==> src/rtl/hiscore_ram_sequencer.sv <==
// High-score save/restore sequencer between the HPS ioctl channel and game work RAM.
// Restore bytes are FIFO-buffered and written only inside vblank; save reads fetch RAM on demand.
module hiscore_ram_sequencer #(
  parameter int unsigned       ADDR_W     = 10,
  parameter int unsigned       HS_INDEX   = 3,
  parameter logic [ADDR_W-1:0] BASE_ADDR  = 10'h0A8,
  parameter int unsigned       TABLE_LEN  = 64,
  parameter int unsigned       FIFO_DEPTH = 16
) (
  input  logic              clk,
  input  logic              reset,
  input  logic              ioctl_download,
  input  logic              ioctl_upload,
  input  logic              ioctl_wr,
  input  logic [7:0]        ioctl_index,
  input  logic [24:0]       ioctl_addr,
  input  logic [7:0]        ioctl_dout,
  output logic [7:0]        ioctl_din,
  input  logic              vblank,
  input  logic [7:0]        ram_q,
  output logic [ADDR_W-1:0] ram_address,
  output logic [7:0]        ram_data_in,
  output logic              ram_data_write,
  output logic              busy,
  output logic              restore_done,
  output logic              overflow
);

  localparam int unsigned PW = $clog2(FIFO_DEPTH);

  typedef enum logic [2:0] {
    S_IDLE, S_WR_SETUP, S_WR_STROBE, S_RD_ADDR, S_RD_WAIT, S_RD_LATCH
  } state_t;

  state_t              state_q, state_d;
  logic [PW:0]         wr_ptr_q, wr_ptr_d, rd_ptr_q, rd_ptr_d;
  logic                overflow_q, overflow_d;
  logic                dl_q, dl_d, up_q, up_d;
  logic [24:0]         last_off_q, last_off_d;
  logic                req_q, req_d;
  logic [7:0]          din_q, din_d;
  logic [ADDR_W-1:0]   addr_hold_q, addr_hold_d;
  logic [7:0]          data_hold_q, data_hold_d;
  logic                started_q, started_d, fell_q, fell_d;

  logic [ADDR_W+7:0]   fifo_mem [FIFO_DEPTH];

  logic                hs_sel, in_range, push_req, push_en, pop;
  logic                empty, full, dl_rise, new_off, new_req;
  logic [ADDR_W+7:0]   head;

  always_comb begin
    hs_sel   = (ioctl_index == 8'(HS_INDEX));
    in_range = (ioctl_addr < 25'(TABLE_LEN));
    push_req = ioctl_download & ioctl_wr & hs_sel & in_range;
    empty    = (wr_ptr_q == rd_ptr_q);
    full     = (wr_ptr_q[PW] != rd_ptr_q[PW]) && (wr_ptr_q[PW-1:0] == rd_ptr_q[PW-1:0]);
    pop      = (state_q == S_WR_STROBE);
    // A pop in the same cycle frees the slot, so a push on full is still accepted.
    push_en  = push_req & (~full | pop);
    head     = fifo_mem[rd_ptr_q[PW-1:0]];
    dl_rise  = ioctl_download & ~dl_q & hs_sel;
    new_off  = ioctl_upload & hs_sel & ((ioctl_addr != last_off_q) | ~up_q);
    new_req  = new_off & in_range;
  end

  always_comb begin
    state_d = state_q;
    case (state_q)
      S_IDLE: begin
        if (req_q | new_req)     state_d = S_RD_ADDR;
        else if (~empty & vblank) state_d = S_WR_SETUP;
      end
      S_WR_SETUP:  state_d = vblank ? S_WR_STROBE : S_IDLE;
      S_WR_STROBE: state_d = S_IDLE;
      S_RD_ADDR:   state_d = S_RD_WAIT;
      S_RD_WAIT:   state_d = S_RD_LATCH;
      S_RD_LATCH:  state_d = S_IDLE;
      default:     state_d = S_IDLE;
    endcase
  end

  always_comb begin
    ram_data_write = (state_q == S_WR_STROBE);
    ram_address    = addr_hold_q;
    ram_data_in    = data_hold_q;
    case (state_q)
      S_WR_SETUP, S_WR_STROBE: begin
        ram_address = BASE_ADDR + head[ADDR_W+7:8];
        ram_data_in = head[7:0];
      end
      S_RD_ADDR, S_RD_WAIT, S_RD_LATCH: ram_address = BASE_ADDR + last_off_q[ADDR_W-1:0];
      default: ;
    endcase
    addr_hold_d  = ram_address;
    data_hold_d  = ram_data_in;
    ioctl_din    = din_q;
    overflow     = overflow_q;
    busy         = ~empty | (state_q != S_IDLE);
    restore_done = fell_q & empty & (state_q == S_IDLE);
  end

  always_comb begin
    wr_ptr_d   = push_en ? wr_ptr_q + 1'b1 : wr_ptr_q;
    rd_ptr_d   = pop ? rd_ptr_q + 1'b1 : rd_ptr_q;
    dl_d       = ioctl_download;
    up_d       = ioctl_upload;

    overflow_d = overflow_q;
    if (dl_rise)              overflow_d = 1'b0;
    if (push_req & ~push_en)  overflow_d = 1'b1;

    started_d = started_q;
    fell_d    = fell_q;
    if (restore_done) begin
      started_d = 1'b0;
      fell_d    = 1'b0;
    end
    if (dl_rise) begin
      started_d = 1'b1;
      fell_d    = 1'b0;
    end else if (started_q & dl_q & ~ioctl_download) begin
      fell_d = 1'b1;
    end

    req_d      = req_q;
    last_off_d = last_off_q;
    din_d      = din_q;
    if (state_q == S_RD_LATCH && req_q) begin
      din_d = ram_q;
      req_d = 1'b0;
    end
    // Out-of-range offsets answer immediately and never start a RAM read.
    if (new_off) begin
      last_off_d = ioctl_addr;
      req_d      = in_range;
      if (!in_range) din_d = 8'hFF;
    end
  end

  always_ff @(posedge clk) begin
    if (reset) begin
      state_q     <= S_IDLE;
      wr_ptr_q    <= '0;
      rd_ptr_q    <= '0;
      overflow_q  <= 1'b0;
      dl_q        <= 1'b0;
      up_q        <= 1'b0;
      last_off_q  <= '0;
      req_q       <= 1'b0;
      din_q       <= 8'hFF;
      addr_hold_q <= '0;
      data_hold_q <= '0;
      started_q   <= 1'b0;
      fell_q      <= 1'b0;
    end else begin
      state_q     <= state_d;
      wr_ptr_q    <= wr_ptr_d;
      rd_ptr_q    <= rd_ptr_d;
      overflow_q  <= overflow_d;
      dl_q        <= dl_d;
      up_q        <= up_d;
      last_off_q  <= last_off_d;
      req_q       <= req_d;
      din_q       <= din_d;
      addr_hold_q <= addr_hold_d;
      data_hold_q <= data_hold_d;
      started_q   <= started_d;
      fell_q      <= fell_d;
    end
  end

  always_ff @(posedge clk) begin
    if (push_en) fifo_mem[wr_ptr_q[PW-1:0]] <= {ioctl_addr[ADDR_W-1:0], ioctl_dout};
  end

endmodule
==> config.mk <==
export PLATFORM = sky130hd
export DESIGN_NAME = hiscore_ram_sequencer
export DESIGN_NICKNAME = d
export VERILOG_FILES = /design/src/rtl/hiscore_ram_sequencer.sv
export SDC_FILE = /design/constraint.sdc
export NUM_CORES = 1
export LEC_CHECK = 0
export ABC_CLOCK_PERIOD_IN_PS = 4500
export BUFFER_PORTS_ARGS = -buffer_cell sky130_fd_sc_hd__clkbuf_2
export CORE_UTILIZATION = 60
export CTS_CLUSTER_SIZE = 8
export DETAILED_ROUTE_END_ITERATION = 7
export PLACE_DENSITY = 0.78
export SLEW_MARGIN = 40
export SYNTH_ARGS = -nofsm -noshare
export SYNTH_HDL_FRONTEND = slang
export SYNTH_SLANG_ARGS = --single-unit
export TNS_END_PERCENT = 10
==> constraint.sdc <==
create_clock -name clk -period 4.5 [get_ports clk]
set_input_delay 0.225 -clock clk [delete_from_list [all_inputs] [get_ports clk]]
set_output_delay 0.225 -clock clk [all_outputs]
set_load 0.02 [all_outputs]
## Word-level counts from Yosys, hierarchy flattened

Memories as Yosys holds them, arrays and structs flattened. A register that Yosys moved wholly into a read port is not among the register bits.
Cells that the tools add are included.

| storage, ports and cells | value |
|---|---|
| logic and storage cells | 86 |
| bits in latches | 0 |
| RAM bits | 288 |
| output and inout bits | 30 |
| memories | 1 |
| register bits | 70 |
| memory bits (read-only) | 0 |
| bits of input ports | 55 |

Memories:

| name | words | bits a word | read ports | clocked after memory_dff | write ports | line | source |
|---|---|---|---|---|---|---|---|
| fifo_mem | 16 | 18 | 1 | 1 | 1 | 46 | `logic [ADDR_W+7:0] fifo_mem [FIFO_DEPTH];` |

| operators by class | value |
|---|---|
| bitwise gates (word level) | 25 |
| shift-type cells | 0 |
| divide/modulo/power cells | 0 |
| reduce and logical (&&, ||, !) cells | 11 |
| add/sub/neg operators | 4 |
| $lt $le $gt $ge | 1 |
| mux-type cells | 20 |
| multiply operators | 0 |
| equal/unequal tests | 11 |

Operators by type and width:

| cell | count |
|---|---|
| $mux 8 | 4 |
| $lt 25x7->1 const B | 1 |
| $ne 25x25->1 | 1 |
| $add 8x10->10 const A | 2 |
| $pmux 10 s2 | 1 |
| $and 1x1->1 | 15 |
| $pmux 3 s4 | 1 |
| $add 5x1->5 const B | 2 |
| $mux 1 | 9 |
| $eq 8x2->1 const B | 1 |
| $mux 4 | 2 |
| $reduce_bool 2->1 | 4 |
| $eq 3x2->1 const B | 2 |
| $eq 3x3->1 const B | 2 |
| $mux 3 | 2 |
| $not 1->1 | 6 |
| $eq 5x5->1 | 1 |
| $eq 4x4->1 | 1 |
| $or 1x1->1 | 4 |
| $reduce_or 2->1 | 2 |
| $eq 3x1->1 const B | 1 |
| $logic_not 3->1 | 1 |
| $ne 3x3->1 const B | 1 |
| $reduce_bool 3->1 | 1 |
| 4 further kinds | 5 |

## Depth between registers and ports, before layout

Gate-level depths: netlist (run 1).

| depth | value |
|---|---|
| word-level depth | 8 |
| gate-level depth with buffers | 13 |
| mapped depth without buffers | 10 |

## Worst setup path before layout (run 1)

Ideal clock, no wire load.

| path | value |
|---|---|
| path kind | register -> register |
| start | register state_q[0] |
| end | memory fifo_mem[3][0] (netlist bit) (enable) |
| cell stages (with the launch flop) | 7 |
| clock period less this slack | 3339 ps |
| data arrival time | 2923 ps |
| required time | 4084 ps |
| slack | 1161 ps |
| library setup time | 416 ps |
| buffers on the path | 1 |
| cell sequence | dfxtp_1 -> clkbuf_1 -> nor3b_2 -> nor3_1 -> nor2_2 -> nand2_1 -> nor3_1 |

| between the ends | value |
|---|---|
| word-level cells in the longest chain between the ends | 5 |

Ends and longest elaborated chain:

| element | line | source |
|---|---|---|
| start, declared | 35 | `state_t state_q, state_d;` |
| start signal, assigned | 157 | `state_q <= state_d;` |
| $eq 3x2->1 | - |  |
| named net ram_data_write | 23 | `output logic ram_data_write,` |
| $or 1x1->1 | 60 | `push_en = push_req & (~full \| pop);` |
| $and 1x1->1 | 60 |  |
| $mux 1 | 174 | `if (push_en) fifo_mem[wr_ptr_q[PW-1:0]] <= {ioctl_addr[ADDR_W-1:0], ioctl_dout};` |
| $mux 1 (not written as such) | 174 |  |
| end, declared | 46 |  |

The timed path passes the listed nets, and every way through them passes these cells.

==> results.txt, run 1 <==
The run finished with clean final reports. Measured against its own limit, the worst slew margin works out to 44.9%. Clock network fraction of total power: 48.0%. The worst setup path is of the flop to primary output kind. Data on the critical path arrives at its endpoint at 4100 ps. The path category of the worst min-delay check was input port to flop.

The floorplan has 56 rows. The critical-path maximum fanout was 27. For the number of max-capacitance violations reported, the log shows 0. The slew at the pin closest to its max-slew limit came out at 826 ps. For the total congestion overflow after global routing, the log shows 0. The global placer's final weighted congestion came out at 0.767. Synthesized-area fraction occupied by xor and xnor cells: 2.53%. The worst setup path is launched from a flop. The starting density of the core came out at 61.6%.

After synthesis, the largest family of logic cells by area is multiplexers. The worst register-to-register path ends at addr_hold_q[9]. The routed layout has 8,142 vias.

Setup repair after global routing left no endpoint under its margin. The die outline width was 158 microns; the pin count of the biggest net entering global routing was 41. The depth of the worst register-to-register path is 10.

Counting every net in the synthesized netlist gives 908. The post-synthesis area per instance is 17.2 sq um, and the worst IR drop on VDD is 0.312 mV. The flip-flop and latch count after synthesis is 362, and the arithmetic-cell share of the synthesized area counting full adders, half adders and majority gates is 0.516%. Per report_power, the sequential group accounts for 50.3% of the total. For the worst setup path, the data required time is 4280 ps.

The number of cells upsized or downsized after cts was 0. The number of setup violations in the final report is 0, and the fraction of final layout cells sized beyond drive strength 1 is 27.5%. The worst clock skew was 19.0 ps; the portion of synthesized cell area occupied by the leading cell type was 59.4%. CTS saw 362 sinks. The count of inserted antenna diode cells is 0. The later pin in the worst-skew pair is clocked with a latency of 550 ps.

After clock tree synthesis, the clock-pin slew on the worst setup and hold paths is 50 ps. The I/O pin count was 85. The number of cells on the worst hold path is 1. The nature of the critical path endpoint is a primary output. The first detailed-routing pass took 6 iterations. During synthesis, Yosys emitted a total of 0 warnings. Cell at the root of the clock tree: sky130_fd_sc_hd__clkbuf_16. The logs give 14,600 sq um for the mapped cell area and 48,400 microns for the first-pass GRT wire length. Final hold analysis gives a worst-case slack of 71.5 ps.

The share of the core filled with cells in the final layout was 72.4%; the share of synthesized registers carrying an async set or reset was 0%. The logs give 1 for the number of antenna violations at the first check in global routing and 0.00570 uW for the leakage power. For this design the total switching power over the nets is 1420 uW.

Yosys attributes the largest share of cell area to sky130_fd_sc_hd__edfxtp_1, sky130_fd_sc_hd__mux4_2, sky130_fd_sc_hd__dfxtp_1. The y dimension of the die came out at 158 microns. The total area inside the core boundary comes to 23,600 sq um.

Once detailed placement completed, the half-perimeter wirelength came to 18,500 microns. In the routed design, unresolved DRC markers number 0. The internal portion of the total power is 5770 uW. The destination of the worst hold path was fifo_mem[8][7].

Iteration-0 DRC count of the detailed router: 859. For the number of buffers added for setup after CTS, the log shows 0. The synthesized design contains 288 enable-type register cells.

After layout, the minimum clock period comes to 4330 ps. The via count normalized by instance count works out to 6.01. The via count of the first global-routing pass was 8,287; the number of cells produced by synthesis was 847. The number of hold buffers added after CTS was 25.

The synthesized netlist devotes 2.55% of its cell area to compound gates. Adding up every negative setup slack in the final design gives 0 ps. Power spread over the standard cell area amounts to 421 nW/um^2. Global routing used 27.2% of the available tracks across all layers. The post-synthesis share of cell area spent on and, or, nand and nor gates was 6.92%. The count of port buffers added during placement was 84; the proportion of total power due to net switching was 19.7%. The count of nets left with antenna violations once routing finished came out at 0. The post-synthesis cell type with the largest combined area is sky130_fd_sc_hd__edfxtp_1. For the sequential element share of the synthesized area, the log shows 69.6%. The logs give 0 for the number of slew-limit violations in the final report and 59 for the number of distinct library cell variants in the gate-level netlist after synthesis. TritonCTS built the clock tree. The startpoint identified for the worst hold timing path is ioctl_dout[7]. Measured against the total synthesized area, the mux share comes to 15.5%. The worst register-to-register path has a setup slack of 1230 ps.

The H-tree level count was 2; the net count reported at finish was 1,057. Combinational cells account for 1.7% of the total power. The clock passes through at most 3 buffers. In this run, CTS created clock tree buffers numbering 51.

Static timing analysis puts the maximum clock frequency at 231 MHz. The commonest register cell after synthesis was sky130_fd_sc_hd__edfxtp_1. The floorplan step defined a die boundary enclosing 24,900 sq um. For the aggregate routed wire length, the log shows 32,300 microns.

The area growth from synthesis to final layout was 17.4%; the post-route clock period utilization was 96.2%. The mean routed wirelength per cell was 23.8 microns; the final hold violation count was 0. Fill cells in the final layout number 1,432.
==> stage by stage <==
stage	area, sq um	worst slack (ps)	power, uW	instances
after global placement	15400	940	3780	1237
after floorplan	14600	1160	3710	847
after global routing	17100	75.5	7380	1355
final	17100	171	7190	1355
after CTS	17100	218	7230	1355
after detailed placement	15400	865	3780	1237
==> synthesized netlist by cell type (4+ instances only) <==
| master | instances |
|---|---|
| sky130_fd_sc_hd__a211oi_1 | 8 |
| sky130_fd_sc_hd__a21oi_1 | 17 |
| sky130_fd_sc_hd__buf_2 | 9 |
| sky130_fd_sc_hd__buf_4 | 4 |
| sky130_fd_sc_hd__buf_6 | 7 |
| sky130_fd_sc_hd__clkbuf_1 | 15 |
| sky130_fd_sc_hd__dfxtp_1 | 74 |
| sky130_fd_sc_hd__edfxtp_1 | 288 |
| sky130_fd_sc_hd__ha_1 | 6 |
| sky130_fd_sc_hd__inv_1 | 9 |
| sky130_fd_sc_hd__mux2i_1 | 33 |
| sky130_fd_sc_hd__mux4_1 | 5 |
| sky130_fd_sc_hd__mux4_2 | 78 |
| sky130_fd_sc_hd__nand2_1 | 69 |
| sky130_fd_sc_hd__nand2b_1 | 8 |
| sky130_fd_sc_hd__nand3_1 | 14 |
| sky130_fd_sc_hd__nand4_1 | 12 |
| sky130_fd_sc_hd__nor2_1 | 57 |
| sky130_fd_sc_hd__nor2b_1 | 15 |
| sky130_fd_sc_hd__nor3_1 | 8 |
| sky130_fd_sc_hd__nor4_1 | 8 |
| sky130_fd_sc_hd__o21ai_0 | 4 |
| sky130_fd_sc_hd__o22ai_1 | 4 |
| sky130_fd_sc_hd__xnor2_1 | 35 |
| sky130_fd_sc_hd__xor2_1 | 7 |
==> flip-flops by register name, summed over array words and instances (netlist names), 3 cells and up, named ones only <==
register and count:
ioctl_din 8, state_q 3, wr_ptr_q 5, data_hold_q 8, fifo_mem 288, rd_ptr_q 5
addr_hold_q 10, last_off_q 25
==> per-layer routing <==
| layer | wire length (microns) | vias up | GRT usage, % |
|---|---|---|---|
| li1 | - | 3589 | - |
| met1 | 12600 | 4087 | 36.1 |
| met2 | 15700 | 378 | 43.1 |
| met3 | 2800 | 86 | 6.35 |
| met4 | 1150 | 2 | 12.0 |
| met5 | 14 | - | 0 |
==> worst max-delay path by stage <==
stage                          start             end  slack, ps  depth (start not counted)
after floorplan           state_q[0]  fifo_mem[3][0]       1160                          6
after global placement          flop  ram_address[9]        940                         11
after detailed placement        flop  ram_address[9]        860                         11
after CTS                       flop  ram_address[9]        220                         11
after global routing            flop  ram_address[9]         80                         11
final                           flop  ram_address[9]        170                         11
==> layout make-up <==
class	count	area [sq um]	share of cell area, %
Clock buffer	89	1420	8.30
Clock inverter	4	35.0	0.205
Tap cell	319	399	2.34
Inverter	10	37.5	0.220
Multi-Input combinational cell	431	4140	24.2
Timing Repair Buffer	140	928	5.43
Sequential cell	362	10100	59.3
==> worst max-delay path, stage by stage, from the launching register on <==
cell                       delay (ps)
sky130_fd_sc_hd__dfxtp_2          860
sky130_fd_sc_hd__mux4_2           410
sky130_fd_sc_hd__mux2i_1          200
sky130_fd_sc_hd__a21oi_1          140
sky130_fd_sc_hd__a22oi_4          260
sky130_fd_sc_hd__inv_2             70
sky130_fd_sc_hd__ha_1             220
sky130_fd_sc_hd__a211o_1          260
sky130_fd_sc_hd__a21oi_1          180
sky130_fd_sc_hd__mux2_2           360
sky130_fd_sc_hd__nor3_1           320
sky130_fd_sc_hd__clkbuf_2         250
==> layout by cell type, fill, tap and decap left out, types with 9 or more instances in the layout <==
cell type	netlist	final
sky130_fd_sc_hd__dlygate4sd3_1	0	25
sky130_fd_sc_hd__xnor2_1	35	35
sky130_fd_sc_hd__nand2_1	69	69
sky130_fd_sc_hd__nor2_2	1	13
sky130_fd_sc_hd__a21oi_1	17	16
sky130_fd_sc_hd__clkbuf_2	0	84
sky130_fd_sc_hd__nor2b_1	15	15
sky130_fd_sc_hd__clkbuf_1	15	38
sky130_fd_sc_hd__nand4_1	12	12
sky130_fd_sc_hd__nand3_1	14	14
sky130_fd_sc_hd__nor2_1	57	45
sky130_fd_sc_hd__mux4_2	78	78
sky130_fd_sc_hd__buf_4	4	29
sky130_fd_sc_hd__clkbuf_16	0	51
sky130_fd_sc_hd__edfxtp_1	288	288
sky130_fd_sc_hd__mux2i_1	33	33
sky130_fd_sc_hd__dfxtp_1	74	71
sky130_fd_sc_hd__inv_1	9	9
==> cells by family (layout without fill, tap and decap cells) <==
| logic type | after synthesis | after routing |
|---|---|---|
| xor+xnor | 42 | 42 |
| fa+ha+maj | 6 | 6 |
| simple gates | 211 | 211 |
| mux | 119 | 119 |
| buf+inv | 54 | 243 |
| compound gates | 53 | 53 |
| flops | 362 | 362 |
==> power groups by stage <==
stage | clock [uW] | combinational (uW) | sequential (uW)
2_1_floorplan | 0 | 32.8 | 3680
3_3_place_gp | 0 | 103 | 3680
3_5_place_dp | 0 | 105 | 3680
4_1_cts | 3490 | 123 | 3610
5_1_grt | 3640 | 135 | 3610
6_report | 3450 | 126 | 3620
(Power assumes the default switching activity.)
==> inputs of run 2 (changes only) <==
- CELL_PAD_IN_SITES_DETAIL_PLACEMENT: unset -> 1
- CELL_PAD_IN_SITES_GLOBAL_PLACEMENT: unset -> 2
- CORE_UTILIZATION: 60 -> 46
- PLACE_DENSITY: 0.78 -> 0.79
==> run 2 against run 1 <==
  * Die area grew 30%
  * Design area grew 1.0%
  * Clock skew grew 20 ps
  * Power grew 1.9%
  * Non-clock buffer count is the same
  * Sequential share of layout area shrank 0.61 points
  * Critical path depth is the same
  * Register-to-register slack gained 180 ps
  * Sequential power is essentially flat
  * Global-route usage shrank 4.8 points
==> results.txt, run 2 (same netlist as run 1, synthesis figures left out) <==
The post-route clock period utilization works out to 90.2%. TritonCTS built the clock tree. In this run the worst hold path is classified as input port to flop. For this design the ratio of total power to cell area is 424 nW/um^2. The run gives 4 as the number of antenna violations at the first check in global routing. The startpoint kind of the worst setup timing path was a flop.

For the leakage power, the log shows 0.00573 uW. The first-pass GRT wire length came out at 53,600 microns. Setup slack closes at 442 ps.

Leaving out fill and tap cells, the most frequent cell in the layout is sky130_fd_sc_hd__edfxtp_1. In the final layout, the multi-input gates occupy 4140 sq um. The tool flagged a number of max-cap violations equal to 0. Entering global routing, the biggest net connects 42 pins.

The run gives 30,800 sq um as the core region area. Relative to the synthesized area, the layout overhead comes to 18.6%. Setup repair after global routing left no endpoint under its margin. The placed instances occupy a cell area of 15,500 sq um. For the starting density of the core, the log shows 47.2%.

After detailed placement, the design holds a cell count of 1,314. The global placer's final weighted congestion came out at 0.730. The number of routed nets with antenna violations was 0. The run gives 3830 ps as the endpoint arrival time on the critical path. The worst setup path is captured at a primary output. The first detailed-routing pass ran for 6 iterations. The die area was 32,400 sq um; the via count normalized by instance count was 5.65.

Summing all flip-flop and latch instances after layout gives 10,100 sq um. The run gives 64 as the number of rows created at floorplan. The tools report the final hold violation count as 0.

The total non-filler cell area in the finished layout came out at 17,300 sq um. The logs give 0 for the total congestion overflow after global routing and 35,300 microns for the aggregate routed wire length. The logs give 0 ps for the aggregate negative setup slack and 2 for the H-tree level count.

Required time of the critical path: 4280 ps. The via count of the first global-routing pass was 8,727. The register with the most flip-flops in the layout has 288 of them. For this run, the total global-route usage over all layers was measured as 22.4%. The logs give 663 for the iteration-0 DRC count of the detailed router and 570 ps for the clock latency reported for the late side of the worst-skew pair. The die is 180 microns wide. The flow ran to the end, and the final reports show no timing, DRC or antenna violations. The run gives 3 as the maximum buffer depth of the clock tree. The cell at the root of the clock tree is sky130_fd_sc_hd__clkbuf_16. The library cells used most frequently in the layout, excluding fill and tap cells, are sky130_fd_sc_hd__edfxtp_1, sky130_fd_sc_hd__clkbuf_2, sky130_fd_sc_hd__mux4_2.

The I/O pin count was 85. The run gives 8,099 as the total vias in the final route. The post-layout minimum cycle time is 4060 ps, and the number of buffers added for setup after CTS is 0.

During placement, the flow inserted port buffers numbering 84. The tightest hold margin came out at 57.3 ps. The logs give 2,862 for the number of fillers in the final layout and 21,300 microns for the final HPWL from detailed placement. For this run, the post-layout net count is 1,057. Leaving out filler cells and counting taps, the final layout contains 1,434. The fraction of final layout cells sized beyond drive strength 1 came out at 27.6%. Headroom to the max-slew limit came out at 49.6%. The critical-path maximum fanout came out at 19. The tree built by TritonCTS fans out to 362 sinks. The die is 180 microns tall.

Clock skew on the completed layout was measured at 38.8 ps. The run gives 935 ps as the worst setup slack after placement. The startpoint-to-endpoint class of the critical path is flop to primary output. The worst IR drop on VDD was 0.265 mV; the register clock-pin slew on the reported worst setup and hold paths was 50 ps.

After detailed routing, the number of remaining DRC violations is 0. After detailed routing, the average wire length per cell comes to 24.6 microns. For the maximum achievable frequency, the log shows 246 MHz. Slew at the pin closest to its max-slew limit: 756 ps. The number of clock buffers added by TritonCTS is 51. The number of slew-limit violations in the final report came out at 0. Setup slack on the worst reg-to-reg path comes out at 1410 ps. Setup violations remaining at the end of the flow were counted as 0.
run 2: cell count changes in the layout (fill, tap and decap cells not counted), sizes merged:
cell	delta
bufinv	+1
inv	-2
clkinv	+1
diode	+2
run 2: final timing paths:
| kind | cells past startpoint | startpoint | endpoint |
|---|---|---|---|
| worst max-delay path | 11 | flop | ram_address[9] |
| worst min-delay path | 3 | vblank | state_q[0] |
| worst max register to register | 10 | flop | addr_hold_q[9] |
| worst min register to register | 2 | addr_hold_q[4] | addr_hold_q[4] |
run 2: area by class of cell:
class / count / area share (%)
clock inverters: 4 / 0.558
inverters: 10 / 0.217
multi-input cells: 431 / 23.9
well taps: 396 / 2.87
diodes: 2 / 0.0290
repair buffers: 140 / 5.46
clock buffers: 89 / 8.22
flip-flops and latches: 362 / 58.7
run 2: per-layer routing:
metal | vias up | track usage, % | routed length, microns
met3 | 47 | 3.63 | 2000
li1 | 3599 | - | -
met4 | 2 | 5.93 | 558
met1 | 4226 | 31.4 | 15500
met5 | - | 0 | 9
met2 | 225 | 36.6 | 17200
run 2: power breakdown:
part	total, uW	switching [uW]	internal [uW]	leakage, uW
clock	3580	1400	2190	0.000716
combinational	130	82.7	46.9	0.00183
sequential	3610	1.38	3610	0.00319
total	7330	1480	5840	0.00573
run 2: stage by stage:
step           utilization (%)  power (uW)
2_1_floorplan                -        3710
3_3_place_gp              50.3        3790
3_5_place_dp              50.3        3790
4_1_cts                   56.0        7390
5_1_grt                   56.0        7530
6_report                  56.0        7330
run 2: what timing repair did:
action / 4_1_cts / 5_1_grt
resized for setup: 0 / 0
hold buffers: 24 / 1
hold endpoints to repair: 24 / 1
run 2: critical path, cell delays in order (launching register included):
cell                       delay [ps]
sky130_fd_sc_hd__dfxtp_4          580
sky130_fd_sc_hd__mux4_2           540
sky130_fd_sc_hd__nor2b_1          150
sky130_fd_sc_hd__a211oi_1         240
sky130_fd_sc_hd__o31a_1           250
sky130_fd_sc_hd__inv_1             70
sky130_fd_sc_hd__ha_1             220
sky130_fd_sc_hd__a211o_1          250
sky130_fd_sc_hd__nand2_1          120
sky130_fd_sc_hd__mux2_2           360
sky130_fd_sc_hd__nor3_1           280
sky130_fd_sc_hd__clkbuf_2         230
==> inputs of run 3 (changes only) <==
- ABC_AREA: unset -> 1
- CORE_ASPECT_RATIO: unset -> 0.5
- CORE_UTILIZATION: 46 -> 40
- PLACE_DENSITY: 0.79 -> 0.77
==> run 3 against run 2 <==
  * First-iteration DRC count grew 32%
  * Combinational power grew 15%
  * Final cell count grew 43%
  * Critical path depth up 7
  * Sequential power is essentially flat
  * Synthesized area is 3.2% higher
  * Clock-buffer cell count rose by 1
  * Wire length up 27%
  * Non-clock buffer count grew 1
  * Sequential cell count unchanged
  * Design area is 3.1% higher
  * Critical endpoint unchanged
  * Largest power group is now the clock network
==> results.txt, run 3 <==
The via count normalized by instance count was 5.50. The total congestion overflow after global routing is 0, and the final hold violation count is 0. For the headroom to the max-slew limit, the log shows 42.1%. The post-synthesis net count is 1,464, and the relative contribution of combinational cells to total power is 2.0%. Among all flip-flop cells after synthesis, the most frequent one is sky130_fd_sc_hd__edfxtp_1.

The mean routed wirelength per cell is 21.9 microns. The critical-path maximum fanout works out to 40. For the pin with the worst max-slew slack, the measured transition is 863 ps.

The iteration-0 DRC count of the detailed router was 875. Count of port buffers added during placement: 84. The net switching power figure was 1560 uW. In this run, placement finished with an instance count of 1,930. The y dimension of the die was 139 microns. In this run switching power makes up 21.2% of total power.

Summed over all cells, the static leakage comes to 0.00668 uW. The number of cells on the worst hold path is 1. Yosys mapped a number of flops with a built-in enable equal to 288.

The largest total area in the synthesized netlist belongs to sky130_fd_sc_hd__edfxtp_1. After clock tree synthesis, the clock-pin slew on the worst setup and hold paths is 50 ps. The first detailed-routing pass ran for 5 iterations. The endpoint arrival time on the critical path was 3380 ps.

In the final layout, the share of cells above drive strength 1 is 13.8%. The die covers 38,400 sq um. For the I/O pin count, the log shows 85. The detail route stage leaves a number of antenna-violating nets equal to 0. After routing, the total negative slack on setup checks comes to 0 ps.

The register with the most flip-flops in the layout has 288 of them. Setup repair after global routing left no endpoint under its margin. For the worst-skew pair, the clock arrives at the later sink with an insertion delay of 590 ps. The number of cells on the worst reg-to-reg path is 17. Via count of the first global-routing pass: 11,800. The logs give 277 MHz for the maximum achievable frequency and 1,403 for the number of cells produced by synthesis. Buffers inserted during clock tree synthesis total 51. The sequential element share of the synthesized area was 67.5%; the aggregate routed wire length was 44,900 microns. The starting density of the core is 41.2%. Between clock sinks in the finished design, the worst skew comes to 22.9 ps. Leaving out fill and tap cells, the most frequent cell in the layout is sky130_fd_sc_hd__edfxtp_1. Total vias in the final route: 11,300. The count of inserted antenna diode cells came out at 0. TritonCTS built the clock tree.

The top cell types in the final layout, fill and taps aside, are sky130_fd_sc_hd__edfxtp_1, sky130_fd_sc_hd__nand2_1, sky130_fd_sc_hd__nor2_1. The synthesized design devotes to its leading area cell type 57.6% of total area. The tools report the startpoint kind of the worst setup timing path as a flop. The net count reported at finish came out at 1,586. The number of slew-limit violations in the final report came out at 0. The startpoint identified for the worst hold timing path is ioctl_dout[1]. At the end of routability-driven placement, the weighted congestion stood at 0.790. The endpoint identified for the worst register-to-register timing path is addr_hold_q[9].

Post-CTS repair changed the size of 0 cells. In this run the cell area of the synthesized design comes to 15,000 sq um. By instance count, the leading cell after synthesis is sky130_fd_sc_hd__edfxtp_1.

After synthesis, the cell types taking the most area are sky130_fd_sc_hd__edfxtp_1, sky130_fd_sc_hd__dfxtp_1, sky130_fd_sc_hd__nand2_1. Sequential cells account for 48.9% of the total power. Setup violations remaining at the end of the flow were counted as 0. The logs give 0 for the number of synthesis warnings and 49.1% for the clock network fraction of total power. Synthesis inferred 362 register bits. The destination of the worst hold path was fifo_mem[12][1]. The maximum buffer depth of the clock tree came out at 3. The post-detailed-route DRC marker count was 0; the first-pass GRT wire length was 68,900 microns.

From synthesis to final layout, the design area changed by 18.5%. The tools report the pin count of the biggest net entering global routing as 80. The run gives 0 as the number of antenna violations at the first check in global routing.

The tool flagged a number of max-cap violations equal to 0. The internal power of the cells totals 5820 uW. The total area inside the core boundary comes to 36,400 sq um.

The floorplan has 49 rows. The path category of the worst min-delay check is input port to flop. The setup slack on the worst flop-to-flop path is 1740 ps. The commonest cells after synthesis are sky130_fd_sc_hd__edfxtp_1, sky130_fd_sc_hd__nand2_1, sky130_fd_sc_hd__nor2_1. The post-synthesis area per instance works out to 10.7 sq um.

Nature of the critical path endpoint: a primary output. By startpoint and endpoint, the worst setup path is classified as flop to primary output. Global routing used 23.7% of the available tracks. The cell at the root of the clock tree is sky130_fd_sc_hd__clkbuf_16.

The run gives 362 as the total clock sinks. The share of synthesized registers carrying an async set or reset was 0%; the post-layout minimum cycle time was 3610 ps. The H-tree generated during clock tree synthesis spans 2 levels. Once layout is complete, the cells apart from fillers number 2,049.

Dividing the final minimum period by the clock period gives 80.2%. Across the VDD grid, the largest voltage drop is 0.265 mV. The tools report the number of distinct library cell variants in the gate-level netlist after synthesis as 46.

Required time of the critical path: 4280 ps. The run finished with clean final reports. The tools report the final HPWL from detailed placement as 26,000 microns. The power density relative to cell area works out to 415 nW/um^2. In this run the horizontal extent of the chip is 276 microns.
run 3: cell types whose count changed in the layout (fill, tap and decap cells not counted), moves of 78 or more:
cell and delta:
sky130_fd_sc_hd__nand2_1 +176, sky130_fd_sc_hd__inv_1 +88, sky130_fd_sc_hd__mux4_2 -78, sky130_fd_sc_hd__nor2_1 +112, sky130_fd_sc_hd__o21ai_0 +140, sky130_fd_sc_hd__nand3_1 +96
run 3: repair_timing:
action | CTS | global route
setup endpoints to repair | 0 | 0
buffers inserted | 0 | 0
endpoints found under the hold margin | 27 | 0
hold buffers | 26 | 0
run 3: metal layers:
layer / part of all wire (%) / global-route usage (%)
met5: 0 / 0
met1: 46 / 31.9
met2: 47 / 39.6
met4: 1.5 / 5.82
met3: 5.9 / 4.50
run 3: worst max-delay path, stage by stage, from the launching register on:
cell and delay, ps:
sky130_fd_sc_hd__dfxtp_4 360, sky130_fd_sc_hd__clkinv_2 430, sky130_fd_sc_hd__buf_4 470, sky130_fd_sc_hd__nand2_1 120, sky130_fd_sc_hd__nand2_1 50, sky130_fd_sc_hd__nand2_1 50, sky130_fd_sc_hd__nand3_1 90, sky130_fd_sc_hd__nand3_1 130
sky130_fd_sc_hd__nand2_1 130, sky130_fd_sc_hd__nand2_1 110, sky130_fd_sc_hd__nand2_1 140, sky130_fd_sc_hd__nor2_1 120, sky130_fd_sc_hd__nand3_1 80, sky130_fd_sc_hd__nand3_1 100, sky130_fd_sc_hd__nand2_1 60, sky130_fd_sc_hd__nand2_1 50
sky130_fd_sc_hd__nand2_1 60, sky130_fd_sc_hd__inv_1 50, sky130_fd_sc_hd__clkbuf_2 150
run 3: stage by stage:
| step | util (%) | setup slack, ps | power, uW | cell area, sq um | hold WS (ps) |
|---|---|---|---|---|---|
| floorplan | - | 1860 | 3720 | 15000 | 324 |
| finish | 48.9 | 892 | 7390 | 17800 | 78.1 |
| global route | 48.9 | 567 | 7610 | 17800 | 78.8 |
| detailed placement | 44.0 | 1460 | 3810 | 16000 | 468 |
| CTS | 48.9 | 813 | 7470 | 17800 | 54.9 |
| global placement | 44.0 | 1510 | 3810 | 16000 | 448 |
run 3: area by class of cell:
type,count,area (sq um)
clock buffer,90,1440
clock inverter,3,58.8
fill,3956,18600
inverter,108,407
multi-input combinational,861,4210
sequential,362,10100
tap,484,606
timing repair buffer,141,942
run 3: worst max-delay path by stage:
stage	startpoint	to	slack (ps)	depth (start not counted)
after floorplan	state_q[1]	fifo_mem[11][0]	1860	8
after global placement	flop	ram_address[9]	1510	18
after detailed placement	flop	ram_address[9]	1460	16
after CTS	flop	ram_address[9]	810	18
after global routing	flop	ram_address[9]	570	16
final	flop	ram_address[9]	890	18
run 3: cell families (layout without fill, tap and decap cells):
kind of cell	after synthesis	count (layout)	synth area share, %
xor+xnor	12	12	0.750
buf+inv	180	342	4.79
compound gates	277	277	10.7
fa+ha+maj	6	6	0.500
flops	362	362	67.5
simple gates	566	566	15.8
run 3: power groups by stage:
stage / logic [uW] / registers, uW / clock network [uW]
finish: 150 / 3610 / 3620
global route: 165 / 3610 / 3840
CTS: 151 / 3610 / 3700
detailed placement: 133 / 3680 / 0
global placement: 128 / 3680 / 0
floorplan: 43.7 / 3680 / 0
